**src/rtl/cla_pkg.sv**
```systemverilog
// Shared constants and helpers for the carry-lookahead adder slice.
// Carry helper builds flattened sum-of-products terms, never a carry chain.
package cla_pkg;

    localparam int CLA_GROUP_W = 4;

    function automatic bit cla_width_ok(input int w);
        return (w % CLA_GROUP_W == 0) && (w >= CLA_GROUP_W) && (w <= 4 * CLA_GROUP_W);
    endfunction

    // Carry into position n of a lookahead over n (p,g) pairs:
    // OR over j of g[j] & p[n-1:j+1], plus p[n-1:0] & cin.
    function automatic logic cla_carry(
        input logic [3:0] p,
        input logic [3:0] g,
        input logic       cin,
        input int         n
    );
        logic c;
        logic t;
        c = cin;
        for (int i = 0; i < n; i++) begin
            c = c & p[i];
        end
        for (int j = 0; j < n; j++) begin
            t = g[j];
            for (int i = j + 1; i < n; i++) begin
                t = t & p[i];
            end
            c = c | t;
        end
        return c;
    endfunction

endpackage

```
**src/rtl/cla_block_4b.sv**
```systemverilog
// Purely combinational 4-bit lookahead group: sum, group P/G and carry-out.
// No state, no flow control; every carry is a flattened function of p, g and cin.
module cla_block_4b (
    input  logic [3:0] a,
    input  logic [3:0] b,
    input  logic       cin,
    output logic [3:0] sum,
    output logic       grp_p,
    output logic       grp_g,
    output logic       cout
);

    logic [3:0] g;
    logic [3:0] p;
    logic [3:0] c;

    always_comb begin
        g     = a & b;
        p     = a ^ b;
        c     = '0;
        c[0]  = cin;
        c[1]  = g[0] | (p[0] & cin);
        c[2]  = g[1] | (p[1] & g[0]) | (p[1] & p[0] & cin);
        c[3]  = g[2] | (p[2] & g[1]) | (p[2] & p[1] & g[0]) | (p[2] & p[1] & p[0] & cin);
        grp_p = &p;
        grp_g = g[3] | (p[3] & g[2]) | (p[3] & p[2] & g[1]) | (p[3] & p[2] & p[1] & g[0]);
        cout  = g[3] | (p[3] & g[2]) | (p[3] & p[2] & g[1]) | (p[3] & p[2] & p[1] & g[0])
              | (p[3] & p[2] & p[1] & p[0] & cin);
        sum   = p ^ c;
    end

endmodule

```
**src/rtl/carry_lookahead_adder_4b.sv**
```systemverilog
// Registered carry-lookahead adder, 1-cycle latency, new operands every cycle.
// No backpressure: result flops load every non-reset cycle, iValid only qualifies oValid.
module carry_lookahead_adder_4b
    import cla_pkg::*;
#(
    parameter int WIDTH = 4
) (
    input  logic             iClk,
    input  logic             iRst,
    input  logic [WIDTH-1:0] iA,
    input  logic [WIDTH-1:0] iB,
    input  logic             iCarryIn,
    input  logic             iValid,
    output logic [WIDTH-1:0] oSum,
    output logic             oCarry,
    output logic             oGroupP,
    output logic             oGroupG,
    output logic             oValid
);

    localparam int NG = WIDTH / CLA_GROUP_W;

    generate
        if (!cla_width_ok(WIDTH)) begin : g_bad_width
            $fatal(1, "carry_lookahead_adder_4b: WIDTH must be a multiple of 4 in 4..16");
        end
    endgenerate

    logic [NG-1:0]    grp_p;
    logic [NG-1:0]    grp_g;
    logic [NG-1:0]    blk_cout_unused;
    logic [NG:0]      grp_c;
    logic [WIDTH-1:0] sum_w;
    logic             word_p;
    logic             word_g;

    genvar k;
    generate
        for (k = 0; k < NG; k++) begin : g_blk
            cla_block_4b u_blk (
                .a     (iA[k*CLA_GROUP_W +: CLA_GROUP_W]),
                .b     (iB[k*CLA_GROUP_W +: CLA_GROUP_W]),
                .cin   (grp_c[k]),
                .sum   (sum_w[k*CLA_GROUP_W +: CLA_GROUP_W]),
                .grp_p (grp_p[k]),
                .grp_g (grp_g[k]),
                .cout  (blk_cout_unused[k])
            );
        end
    endgenerate

    // Second-level lookahead: group carries come straight from group (P,G) pairs.
    logic [3:0] pad_p;
    logic [3:0] pad_g;

    always_comb begin
        pad_p = '0;
        pad_g = '0;
        for (int i = 0; i < NG; i++) begin
            pad_p[i] = grp_p[i];
            pad_g[i] = grp_g[i];
        end
        grp_c    = '0;
        grp_c[0] = iCarryIn;
        for (int i = 1; i <= NG; i++) begin
            grp_c[i] = cla_carry(pad_p, pad_g, iCarryIn, i);
        end
        word_p = &grp_p;
        word_g = cla_carry(pad_p, pad_g, 1'b0, NG);
    end

    logic [WIDTH-1:0] sum_d,   sum_q;
    logic             carry_d, carry_q;
    logic             gp_d,    gp_q;
    logic             gg_d,    gg_q;
    logic             valid_d, valid_q;

    always_comb begin
        sum_d   = sum_w;
        carry_d = grp_c[NG];
        gp_d    = word_p;
        gg_d    = word_g;
        valid_d = iValid;
    end

    always_ff @(posedge iClk) begin
        if (iRst) begin
            sum_q   <= '0;
            carry_q <= 1'b0;
            gp_q    <= 1'b0;
            gg_q    <= 1'b0;
            valid_q <= 1'b0;
        end else begin
            sum_q   <= sum_d;
            carry_q <= carry_d;
            gp_q    <= gp_d;
            gg_q    <= gg_d;
            valid_q <= valid_d;
        end
    end

    assign oSum    = sum_q;
    assign oCarry  = carry_q;
    assign oGroupP = gp_q;
    assign oGroupG = gg_q;
    assign oValid  = valid_q;

endmodule

```
**config.mk**
```make
export PLATFORM = sky130hd
export DESIGN_NAME = carry_lookahead_adder_4b
export DESIGN_NICKNAME = d
export VERILOG_FILES = /design/src/rtl/cla_pkg.sv /design/src/rtl/cla_block_4b.sv /design/src/rtl/carry_lookahead_adder_4b.sv
export SDC_FILE = /design/constraint.sdc
export NUM_CORES = 1
export LEC_CHECK = 0
export ABC_AREA = 0
export BUFFER_PORTS_ARGS = -buffer_cell sky130_fd_sc_hd__clkbuf_2
export CORE_AREA = 2 2 39 41
export CTS_CLUSTER_SIZE = 10
export DETAILED_ROUTE_END_ITERATION = 12
export DIE_AREA = 0 0 41 43
export GPL_TIMING_DRIVEN = 0
export PLACE_DENSITY_LB_ADDON = 0.1
export SETUP_SLACK_MARGIN = 0.3
export SLEW_MARGIN = 0
export SYNTH_ARGS = -nofsm -noshare
export SYNTH_HDL_FRONTEND = slang
export SYNTH_SLANG_ARGS = --single-unit
```
**constraint.sdc**
```tcl
create_clock -name iClk -period 1.5 [get_ports iClk]
set_input_delay 0.3 -clock iClk [delete_from_list [all_inputs] [get_ports iClk]]
set_output_delay 0.3 -clock iClk [all_outputs]
set_load 0.1 [all_outputs]
```
==> results, run 1 <==
- In the post-synthesis netlist, the biggest area contributors are sky130_fd_sc_hd__dfxtp_1 43%, sky130_fd_sc_hd__ha_1 13%, sky130_fd_sc_hd__fa_1 5.4%, sky130_fd_sc_hd__a211oi_1 4.0%, sky130_fd_sc_hd__nand2b_1 3.4%.
- Of the total synthesized cell area, the portion taken by full adders, half adders and majority gates is 0.1879.
- The count of antenna-violating nets left after detailed routing is 0.
- The fraction of met1 tracks used by global routing is 0.09740.
- TritonCTS built the clock tree.
- When the netlist entered floorplanning its net count stood at 53.
- The wire length of the first global-routing pass is roughly 1000 um.
- The number of buffers and inverters on the critical path is 1.
- The share of the Yosys chip area taken by registers is 0.4295.
- The CTS buffer count is 3.
- The analysis attributes to net switching a power of ~0.00026 W.
- The fraction of power spent switching nets is 0.3945.
- The fraction of the mapped netlist area in compound gates is 0.1913.
- The top fanout value on the critical path is 1.
- The clock period minus worst slack is about 1.2 ns.
- The critical path capture point is oGroupG.
- The synthesized netlist cell count is 36.
- The number of warnings reported in the yosys synthesis log is 0.
- Of the total synthesized cell area, the portion taken by AND, OR, NAND and NOR gates is 0.1107.
- The cell accounting for the most synthesized area is sky130_fd_sc_hd__dfxtp_1.
- The maximum level of the CTS H-tree is 1.
- In this design, the stage delay of the slowest critical-path cell is between 0.3 and 0.4 ns.
- The routed via count divided by cell count is about 4.2.
- The critical path depth in cells is 1.
- For the worst setup path, the data required time is 1.20 ns.
- For this run, design rule violations remaining after detail routing come to 0.
- The data arrival time of the worst path is 0.87 ns.
- The footprint of the flip-flops and latches is 168.9 um2.
- Entering global routing, the biggest net connects 8 pins.
- At the pin with the least slew margin, the transition time is between 0.3 and 0.4 ns.
- The number of buffers inserted by port buffering is 19.
- The wire length after detailed routing is approximately 650 um.
- Dividing the detail-routed wire length by the instance count gives 8.797 um.
- The share of post-route cells with drive strength above 1 is 0.5862.
- Of the post-synthesis cell area, the part taken by muxes is 0.02685.
- The largest vdd supply drop is roughly 0.00026 V.
- The share of Yosys cell area claimed by the top area cell type is 0.4295.
- The leakage power is around 0.28 nW.
- The setup slack after layout is roughly 0.33 ns.
- The register bit count reported by yosys is 8.
- Walking the worst path, the cells encountered are clkbuf_4.
- The quantity of hold-fixing buffers added after cts is 0.
- The highest-utilization routing layer at the global route stage is met2.
- The core region is 1384 um2.
- The final global-route overflow total is 0.
- The internal power summed over all cells is just under 0.0004 W.
- The worst setup path is launched from a flop.
- In the global route stage, met3 resource usage came out at 0.01571.
- The run finished with clean final reports.
- Setup repair after global routing left no endpoint under its margin.
- The die is around 40 um wide.
- The buffer levels on the longest clock path is 2.
- Of the total synthesized cell area, the portion taken by XOR and XNOR cells is 0.02349.
- The initial antenna violation count is 0.
- The placed wire-length estimate after detailed placement is approximately 600 um.
- The slowest stage of the critical path belongs to the cell sky130_fd_sc_hd__dfxtp_2.
- The proportion of register bits with asynchronous set or reset after synthesis is 0.
- At the end of routability-driven placement, the weighted congestion stood at roughly 0.6.
- The via count of the first global-routing pass came to slightly below 300.
- For this block, the initial DRC count from the detailed router was 2.
- The number of search-and-repair iterations in the first detailed-routing pass is 3.
- The total via count after detailed routing is between 300 and 400.
- After synthesis, the largest family of logic cells by area is compound AO/OA/AOI/OAI gates.
- The multi-input combinational cells in the finished layout cover a total of ~220 um2.
- For this design the ratio of total power to cell area is around 1200 nW/um2.
- The cell family contributing the most delay on the critical path is flip-flops.
- The share of power burned in combinational logic is 0.400.
- The critical path is of the reg2out type.
- The sum of negative setup slack is 0 ns.
- Among all flip-flop cells after synthesis, the most frequent one is sky130_fd_sc_hd__dfxtp_1.
- The number of flops mapped to enable cells by yosys is 0.
- Setup violations remaining at the end of the flow were counted as 0.
- The clock net in this run drives a total of 8 sinks.
- Across every metal layer, demand over resource in global routing totals 0.08963.
- The total number of placement rows is 14.
- Pin placement for this block handled 20 I/O pins.
- The portion of total power attributed to the clock network is 0.233.
- Compared with the post-synthesis result, the final layout area differs by 48.66%.
- The repair_antennas step left the layout with diodes totalling 0.
- Ranked by instance count, the synthesized netlist is headed by 8 x sky130_fd_sc_hd__dfxtp_1, 4 x sky130_fd_sc_hd__ha_1, 3 x sky130_fd_sc_hd__inv_1, 3 x sky130_fd_sc_hd__nor2_1.
- The worst setup path is captured at a primary output.
- The synthesized netlist occupies a cell area of around 370 um2.
- The most common cell in the synthesized netlist is sky130_fd_sc_hd__dfxtp_1.
- The total count of hold-check failures in the final report is 0.
- The worst-case setup slack after placement is about 0.061 ns.
- The die area is 1763 um2.
- The peak clock frequency supported by timing is ~860 MHz.
- After clock tree synthesis, the clock-pin slew on the worst setup and hold paths is approximately 0.050 ns.
- The number of max-slew violations in the final report is 0.
- The filler cell count in the final layout is about 140.
- The launching instance or port of the critical path is oGroupG.
- The y dimension of the die is 43 um.
- The initial utilization of the core area, before any placement, comes to 0.2694.
- The number of maximum-capacitance constraint violations is 0.
- The sequential power share is 0.367.
- The net count reported at finish is between 70 and 80.
- The max-slew headroom at the worst pin is 0.7999.
- In this run the mean area of a mapped cell was approximately 10 um2.
- The root buffer cell is sky130_fd_sc_hd__clkbuf_4.
- The path class of the tightest hold or removal check is in2reg.
- In this run, distinct cell masters in the synthesized netlist total 19.
- The share of the cycle needed by the critical path after routing is 0.7776.
- In the global route stage, met2 resource usage came out at 0.1281.
-- metal layers --
metal | up-vias | routed length, um
met5 | - | 0
met4 | 0 | 14
met3 | 2 | 62
met2 | 14 | 294
met1 | 128 | 280
li1 | 168 | -
-- stage by stage --
stage	area, um2	instances	total power [W]	hold WS [ns]	utilization
after global routing	554.3	74	0.0006841	0.2770	0.4005
final	554.3	74	0.0006539	0.2720	0.4005
after detailed placement	509.2	71	0.0004978	0.5221	0.3680
after CTS	551.8	74	0.0006636	0.2652	0.3987
after floorplan	394.1	36	0.0004503	0.3642	-
after global placement	509.2	71	0.0004972	0.5233	0.3680
-- layout make-up --
cell class,count,area share
flip-flops and latches,8,0.3047
well taps,16,0.03612
inverters,3,0.02032
repair buffers,19,0.2077
clock buffers,3,0.04063
multi-input cells,25,0.3905
-- cell families after synthesis --
logic type,after synthesis
AOI/OAI and AO/OA,10
xor gates and xnor gates,1
adders and majority gates,5
buffers and inverters,3
DFF,8
muxes,1
and+or+nand+nor,8
-- state kept, by name, summed over array words and instances, names as in the netlist --
register,flops
oCarry,1
oGroupP,1
oSum,4
oValid,1
oGroupG,1
-- power groups by stage --
stage | Combinational, W | Clock, W | Sequential [W]
after detailed placement | 0.000253 | 0 | 0.000245
final | 0.000262 | 0.000152 | 0.000240
after global placement | 0.000253 | 0 | 0.000244
after CTS | 0.000263 | 0.000161 | 0.000240
after floorplan | 0.0000620 | 0 | 0.000388
after global routing | 0.000278 | 0.000164 | 0.000242
-- layout by cell type (no fill, tap or decap), drive strengths merged --
cell,n
clkbuf,22
dfxtp,8
ha,4
inv,3
nor2,3
nand2b,2
o21ai,2
a211oi,2
a21oi,2
a21o,2
or2,1
a211o,1
o21a,1
mux2i,1
nand3,1
nor2b,1
xor2,1
fa,1
-- worst min path at each step --
stage / startpoint / to / slack, ns / cells past startpoint
global route: iValid / oValid / 0.28 / 2
floorplan: iRst / oValid / 0.36 / 1
detailed placement: iValid / oValid / 0.52 / 2
CTS: iValid / oValid / 0.27 / 2
finish: iValid / oValid / 0.27 / 2
global placement: iValid / oValid / 0.52 / 2
-- repair_timing --
item,CTS,global route
setup endpoints to repair,8,1
gates resized for setup,8,1
setup buffers,0,0
pin swaps,0,2
(Power assumes the default switching activity.)
==> run 2, diff against run 1 <==
==> constraint.sdc (replaced) <==
create_clock -name iClk -period 1 [get_ports iClk]
set_input_delay 0.2 -clock iClk [delete_from_list [all_inputs] [get_ports iClk]]
set_output_delay 0.2 -clock iClk [all_outputs]
set_load 0.1 [all_outputs]
==> run 2 against run 1 <==
Against the previous run: the run now ends with setup timing left; worst hold slack worse by 0.073 ns; global-route usage increased by 4.5 points; flip-flop and latch count stayed put; critical path depth rose by 4; utilization up 20 points; via count grew 15%; count of clock-buffer cells in the layout rose by 1; clock power is 78% higher; critical path type is now in2reg.
==> results, run 2 (synthesized netlist as in run 1, its figures left out) <==
- The peak clock frequency supported by timing is 936.5 MHz.
- The share of the core filled with cells is 0.6049.
- The category of the worst setup path launch point is an input port.
- The setup slack after layout is -0.06777 ns.
- The share of post-route cells with drive strength above 1 is 0.7344.
- The total overflow left after global routing is 0.
- The via count of the first global-routing pass is ~360.
- The CTS buffer count is 3.
- The DRC marker count from the first detailed-route iteration is 7.
- In this run the remaining antenna-violating nets after routing total 0.
- The largest net degree at the start of global routing is 8.
- The met3 layer usage reported by global route is 0.
- The worst-case IR drop observed on VDD is just over 0.0005 V.
- The die is 41 um wide.
- The top fanout value on the critical path is 2.
- After clock tree synthesis, the clock-pin slew on the worst setup and hold paths is 0.05 ns.
- Data arrives at the worst endpoint at approximately 1.2 ns.
- The die area is between 1500 and 2000 um2.
- The routed wirelength normalized by instance count is about 12 um.
- The total via count after detailed routing is 358.
- In the final timing run, aggregate negative setup slack is -0.09366 ns.
- The starting utilization of the core area is 0.2694.
- The routed design could run at a clock period as short as around 1.1 ns.
- The net count reported at finish is slightly above 80.
- The CTS tree is done.
- The max-slew headroom at the worst pin is 0.8800.
- The library cell used most frequently in the layout, excluding fill and tap cells, is sky130_fd_sc_hd__clkbuf_2.
- The worst-case setup slack after placement is -0.3428 ns.
- In this run the worst hold path is classified as in2reg.
- Power spread over the standard cell area amounts to about 1400 nW/um2.
- The wire length after detailed routing is ~1000 um.
- In the routed layout, each cell is associated on average with a via count of between 4 and 5.
- The I/O pin count is 20.
- After detailed placement, the design holds a cell count of a little over 70.
- The tree built by TritonCTS fans out to 8 sinks.
- The total count of hold-check failures in the final report is 0.
- In this run the static leakage power is between 0.3 and 0.4 nW.
- The floorplan has 14 rows.
- The number of max-slew violations in the final report was 0.
- The power consumption is about 0.0012 W.
- The number of maximum-capacitance constraint violations is 0.
- The initial antenna violation count came to 0.
- The setup path with the least slack is of type in2reg.
- The final reports fail on setup timing.
- CTS built an H-tree with a depth of 1.
- In the global route stage, met2 resource usage came out at 0.2156.
- From synthesis to final layout, the design area changed by 124.5%.
- The DRC violation count after routing is 0.
- The run finished, with violations left.
- The share of the cycle needed by the critical path after routing is 1.068.
- The count of endpoints failing setup in the final report is 4.
- Fill cells in the final layout number slightly above 100.
- Port buffering added 19 buffers.
- The register with the most flip-flops in the layout has 4 of them.
- Routability-driven placement finished with a final weighted congestion of a little over 0.7.
- The repair_antennas step left the layout with diodes totalling 0.
- The first global-routing pass estimated ~1500 um of wire.
- met2 is the most crowded layer.
- The first TritonRoute pass finished after 2 iterations.
- The placed wire-length estimate after detailed placement is just under 600 um.
- The total core area is about 1400 um2.
- Once layout is complete, the cells apart from fillers number 80.
- For the worst setup path, the data required time is around 1.2 ns.
- The critical path endpoint category is a flop.
- In the layout the commonest cells are 9 x sky130_fd_sc_hd__clkbuf_2, 8 x sky130_fd_sc_hd__clkbuf_16, 7 x sky130_fd_sc_hd__dfxtp_4, 4 x sky130_fd_sc_hd__ha_4.
- Across every metal layer, demand over resource in global routing totals 0.1349.
- CTS placed an instance of sky130_fd_sc_hd__clkbuf_4 at the clock tree root.
- In this run the deepest clock path goes through 2 buffers.
- The slew of the pin with the lowest slew margin is roughly 0.17 ns.
- The die is ~43 um tall.
- Setup repair after global routing could not meet its margin everywhere.
- For met1 alone, demand over resource in global routing was 0.1526.
run 2: cell types whose count changed in the layout (fill, tap and decap cells not counted), moves of 3 or more:
cell	previous run	this run
sky130_fd_sc_hd__ha_4	1	4
sky130_fd_sc_hd__clkbuf_4	11	3
sky130_fd_sc_hd__dfxtp_2	7	0
sky130_fd_sc_hd__dfxtp_4	0	7
sky130_fd_sc_hd__buf_4	0	3
sky130_fd_sc_hd__buf_6	0	3
sky130_fd_sc_hd__clkbuf_16	0	8
run 2: path summary, 6_finish.rpt:
| check | from | to | slack, ns | cells past startpoint |
|---|---|---|---|---|
| min | iValid | oValid | 0.20 | 2 |
| max | iB[0] | oSum[3] | -0.07 | 5 |
run 2: routing by layer:
metal / up-vias / part of all wire
li1: 181 / -
met1: 163 / 0.41
met2: 12 / 0.51
met3: 2 / 0.052
met4: 0 / 0.021
met5: - / 0
run 2: report_power, final:
| group | total, W | internal, W | switching, W |
|---|---|---|---|
| registers | 0.000367 | 0.000347 | 0.0000197 |
| clock network | 0.000270 | 0.000153 | 0.000117 |
| logic | 0.000562 | 0.000245 | 0.000317 |
run 2: stage by stage:
step / hold WS (ns) / instance area (um2)
after detailed placement: 0.4153 / 579.3
after floorplan: 0.2571 / 464.2
final: 0.1994 / 837.1
after CTS: 0.1641 / 800.8
after global placement: 0.4117 / 579.3
after global routing: 0.1843 / 837.1
run 2: worst max-delay path, cell delays in order:
cell and delay, ns:
sky130_fd_sc_hd__buf_8 0.10, sky130_fd_sc_hd__ha_4 0.22, sky130_fd_sc_hd__a211o_1 0.28, sky130_fd_sc_hd__a21oi_2 0.17, sky130_fd_sc_hd__mux2i_1 0.24
run 2: area by class of cell:
| class | instances | area (um2) | share of cell area |
|---|---|---|---|
| Clock buffer | 4 | 26.28 | 0.03139 |
| Multi-Input combinational cell | 25 | 266.5 | 0.3184 |
| Timing Repair Buffer | 24 | 316.6 | 0.3782 |
| Tap cell | 16 | 20.02 | 0.02392 |
| Inverter | 3 | 21.27 | 0.02541 |
| Sequential cell | 8 | 186.4 | 0.2227 |
run 2: timing repair:
action,4_1_cts,5_1_grt
pin swaps,9,7
hold buffers,0,0
endpoints found under the setup margin,14,14
hold endpoints to repair,0,0
cloned,0,0
resized for setup,27,9
setup buffers,3,2
==> run 3, diff against run 2 <==
--- a/config.mk
+++ b/config.mk
@@ -14,6 +14,7 @@
 export GPL_TIMING_DRIVEN = 0
 export PLACE_DENSITY_LB_ADDON = 0.1
 export SETUP_SLACK_MARGIN = 0.3
+export SKIP_LAST_GASP = 1
 export SLEW_MARGIN = 0
 export SYNTH_ARGS = -nofsm -noshare
 export SYNTH_HDL_FRONTEND = slang
==> run 3 against run 2 <==
Against the previous run: the flow still finishes with violations (setup timing); sequential share of layout area is the same; die area stayed put; fmax about the same; clock power hardly changed; count of clock-buffer cells in the layout is the same; global-route usage unchanged; worst hold slack unchanged; flip-flop and latch count unchanged; utilization stayed put; via count unchanged; sequential power about the same; critical path type unchanged.
==> results, run 3 (synthesized netlist as in run 1, its figures left out) <==
- Clock tree synthesis selected as its root buffer the cell sky130_fd_sc_hd__clkbuf_4.
- The y dimension of the die is 43 um.
- Data on the critical path arrives at its endpoint at roughly 1.2 ns.
- The growth of design area from synthesis to finish is 124.5%.
- The power consumption is between 0.001 and 0.0015 W.
- 20 I/O pins were placed.
- Dividing the detail-routed wire length by the instance count gives 12.15 um.
- The total placed cells including tap cells is 71.
- The total via count after detailed routing is around 360.
- After the first detailed-routing iteration, the DRC count stood at 6.
- The count of antenna-violating nets left after detailed routing is 0.
- The delay of the slowest cell on the worst path is 0.28 ns.
- Summing all multi-input logic gate instances after layout gives ~270 um2.
- The maximum level of the CTS H-tree is 1.
- Of the available clock period, the critical path in the final layout requires 1.068.
- The most common cell after layout, fill and taps aside is sky130_fd_sc_hd__clkbuf_2.
- The top cell types in the final layout, fill and taps aside, are 9 x sky130_fd_sc_hd__clkbuf_2, 8 x sky130_fd_sc_hd__clkbuf_16, 7 x sky130_fd_sc_hd__dfxtp_4, 4 x sky130_fd_sc_hd__ha_4.
- The share of total power dissipated in combinational logic is 0.468.
- The DRC violation count after routing is 0.
- The number of max-slew violations in the final report is 0.
- The wire length of the first global-routing pass is ~1500 um.
- Buffers placed on the I/O ports in this run total 19.
- Setup repair after global routing could not meet its margin everywhere.
- The total count of hold-check failures in the final report is 0.
- The clock passes through at most 2 buffers.
- The worst hold path startpoint is iValid.
- The kind of path behind the tightest hold check is in2reg.
- The initial antenna violation count is 0.
- The count of endpoints failing setup in the final report is 4.
- The top fanout value on the critical path is 2.
- At the end of routability-driven placement, the weighted congestion stood at between 0.7 and 0.8.
- After layout, the minimum clock period comes to 1.068 ns.
- The worst-case setup slack after placement is -0.3428 ns.
- The final reports fail on setup timing.
- The CTS clock-pin slew for the worst setup and hold paths is 0.05 ns.
- The total core area is between 1000 and 1500 um2.
- The number of maximum-capacitance constraint violations is 0.
- The footprint of the flip-flops and latches is 186.4 um2.
- The setup slack after layout is -0.06797 ns.
- The run finished, with violations left.
- The leakage power is roughly 0.37 nW.
- The number of antenna diodes is 0.
- The overall global routing resource usage is 0.1349.
- The quantity of hold-fixing buffers added after cts is 0.
- TritonCTS created 3 clock buffers.
- The worst hold path endpoint is oValid.
- For this design, the slowest cell found on the critical path is sky130_fd_sc_hd__a211o_1.
- The critical path endpoint category is a flop.
- For this configuration, the core starts out at a cell density of 0.2694.
- The via count of the first global-routing pass is roughly 360.
- The CTS tree is done.
- At the pin with the least slew margin, the transition time is around 0.17 ns.
- The internal power summed over all cells is about 0.00074 W.
- The critical path data required time is 1.16 ns.
- The final global-route overflow total is 0.
- For this run, the number of standard cells in the final layout without fillers is 80.
- After the last flow step, the layout net total stands at 82.
- Measured along the x axis, the die boundary spans between 40 and 50 um.
- Once detailed placement completed, the half-perimeter wirelength came to between 500 and 600 um.
- In the final layout, the share of cells above drive strength 1 is 0.7344.
- The net switching power figure is 0.0004532 W.
- The final layout contains routed wiring with a total length of just under 1000 um.
- Entering global routing, the biggest net connects 8 pins.
- The filler cell count in the final layout is about 100.
- After detailed routing, the number of vias per cell comes to between 4 and 5.
- Of the total power, the clock network draws 0.225.
- Dividing total power by cell area gives a power density of 1431 nW/um2.
- The sequential power share is 0.306.
- The clock net in this run drives a total of 8 sinks.
- IR analysis of the VDD net gives a maximum drop of 0.0005075 V.
- Along the worst hold path, the cell count comes to 2.
- The number of search-and-repair iterations in the first detailed-routing pass is 2.
- The fraction of power spent switching nets is 0.3783.
- The max-slew headroom at the worst pin is 0.8800.
- Walking the worst path, the cells encountered are buf_8 -> ha_4 -> a211o_1 -> a21oi_2 -> mux2i_1.
- The critical path is of the in2reg type.
- The number of flip-flops under the largest register name is 4.
- STA classifies the critical path startpoint as an input port.
- The die covers around 1800 um2.
- The total number of placement rows is 14.
- The peak clock frequency supported by timing is 936.4 MHz.
==> run 3: cell counts in the layout (fill, tap and decap cells not counted) <==
No cell type changed its count.
==> run 3: worst max-delay path by stage <==
stage,startpoint,end,slack (ns),cells after the start
2_1_floorplan,iA[0],oSum[3],-0.13,4
3_3_place_gp,iA[0],oSum[3],-0.34,5
3_5_place_dp,iA[0],oSum[3],-0.34,5
4_1_cts,iB[0],oSum[3],-0.02,5
5_1_grt,iB[0],oSum[3],-0.10,5
6_report,iB[0],oSum[3],-0.07,5
==> run 3: worst max-delay path, delay by kind of cell <==
family,cells,cell delay (ns)
buf+inv,1,0.10
fa+ha+maj,1,0.22
compound gates,2,0.45
mux,1,0.24
==> run 3: final cells by class <==
class | count | area share
clock buffer | 4 | 0.03139
inverter | 3 | 0.02541
multi-input combinational | 25 | 0.3184
sequential | 8 | 0.2227
tap | 16 | 0.02392
timing repair buffer | 24 | 0.3782
==> run 3: what timing repair did <==
item | in CTS | in global routing
pin swaps | 9 | 6
gates resized for setup | 26 | 9
setup endpoints to repair | 14 | 14
buffers inserted | 3 | 2
==> run 3: metrics by stage <==
step	hold slack [ns]	cell area (um2)	util	setup TNS, ns
global placement	0.4117	579.3	0.4186	-1.140
floorplan	0.2571	464.2	-	-0.3578
finish	0.1994	837.1	0.6049	-0.09387
detailed placement	0.4153	579.3	0.4186	-1.140
CTS	0.1641	800.8	0.5787	-0.02226
global route	0.1843	837.1	0.6049	-0.2643
==> run 3: routing by layer <==
metal / share of wire / GRT usage
met1: 0.41 / 0.1526
met2: 0.51 / 0.2156
met3: 0.052 / 0
met4: 0.021 / 0.1200
met5: 0 / 0
==> run 3: power groups by stage <==
| stage | Combinational [W] | Clock (W) | Sequential [W] |
|---|---|---|---|
| final | 0.000561 | 0.000270 | 0.000367 |
| after global routing | 0.000590 | 0.000302 | 0.000369 |
| after CTS | 0.000535 | 0.000275 | 0.000367 |
| after detailed placement | 0.000409 | 0 | 0.000361 |
| after global placement | 0.000409 | 0 | 0.000360 |
| after floorplan | 0.000113 | 0 | 0.000577 |
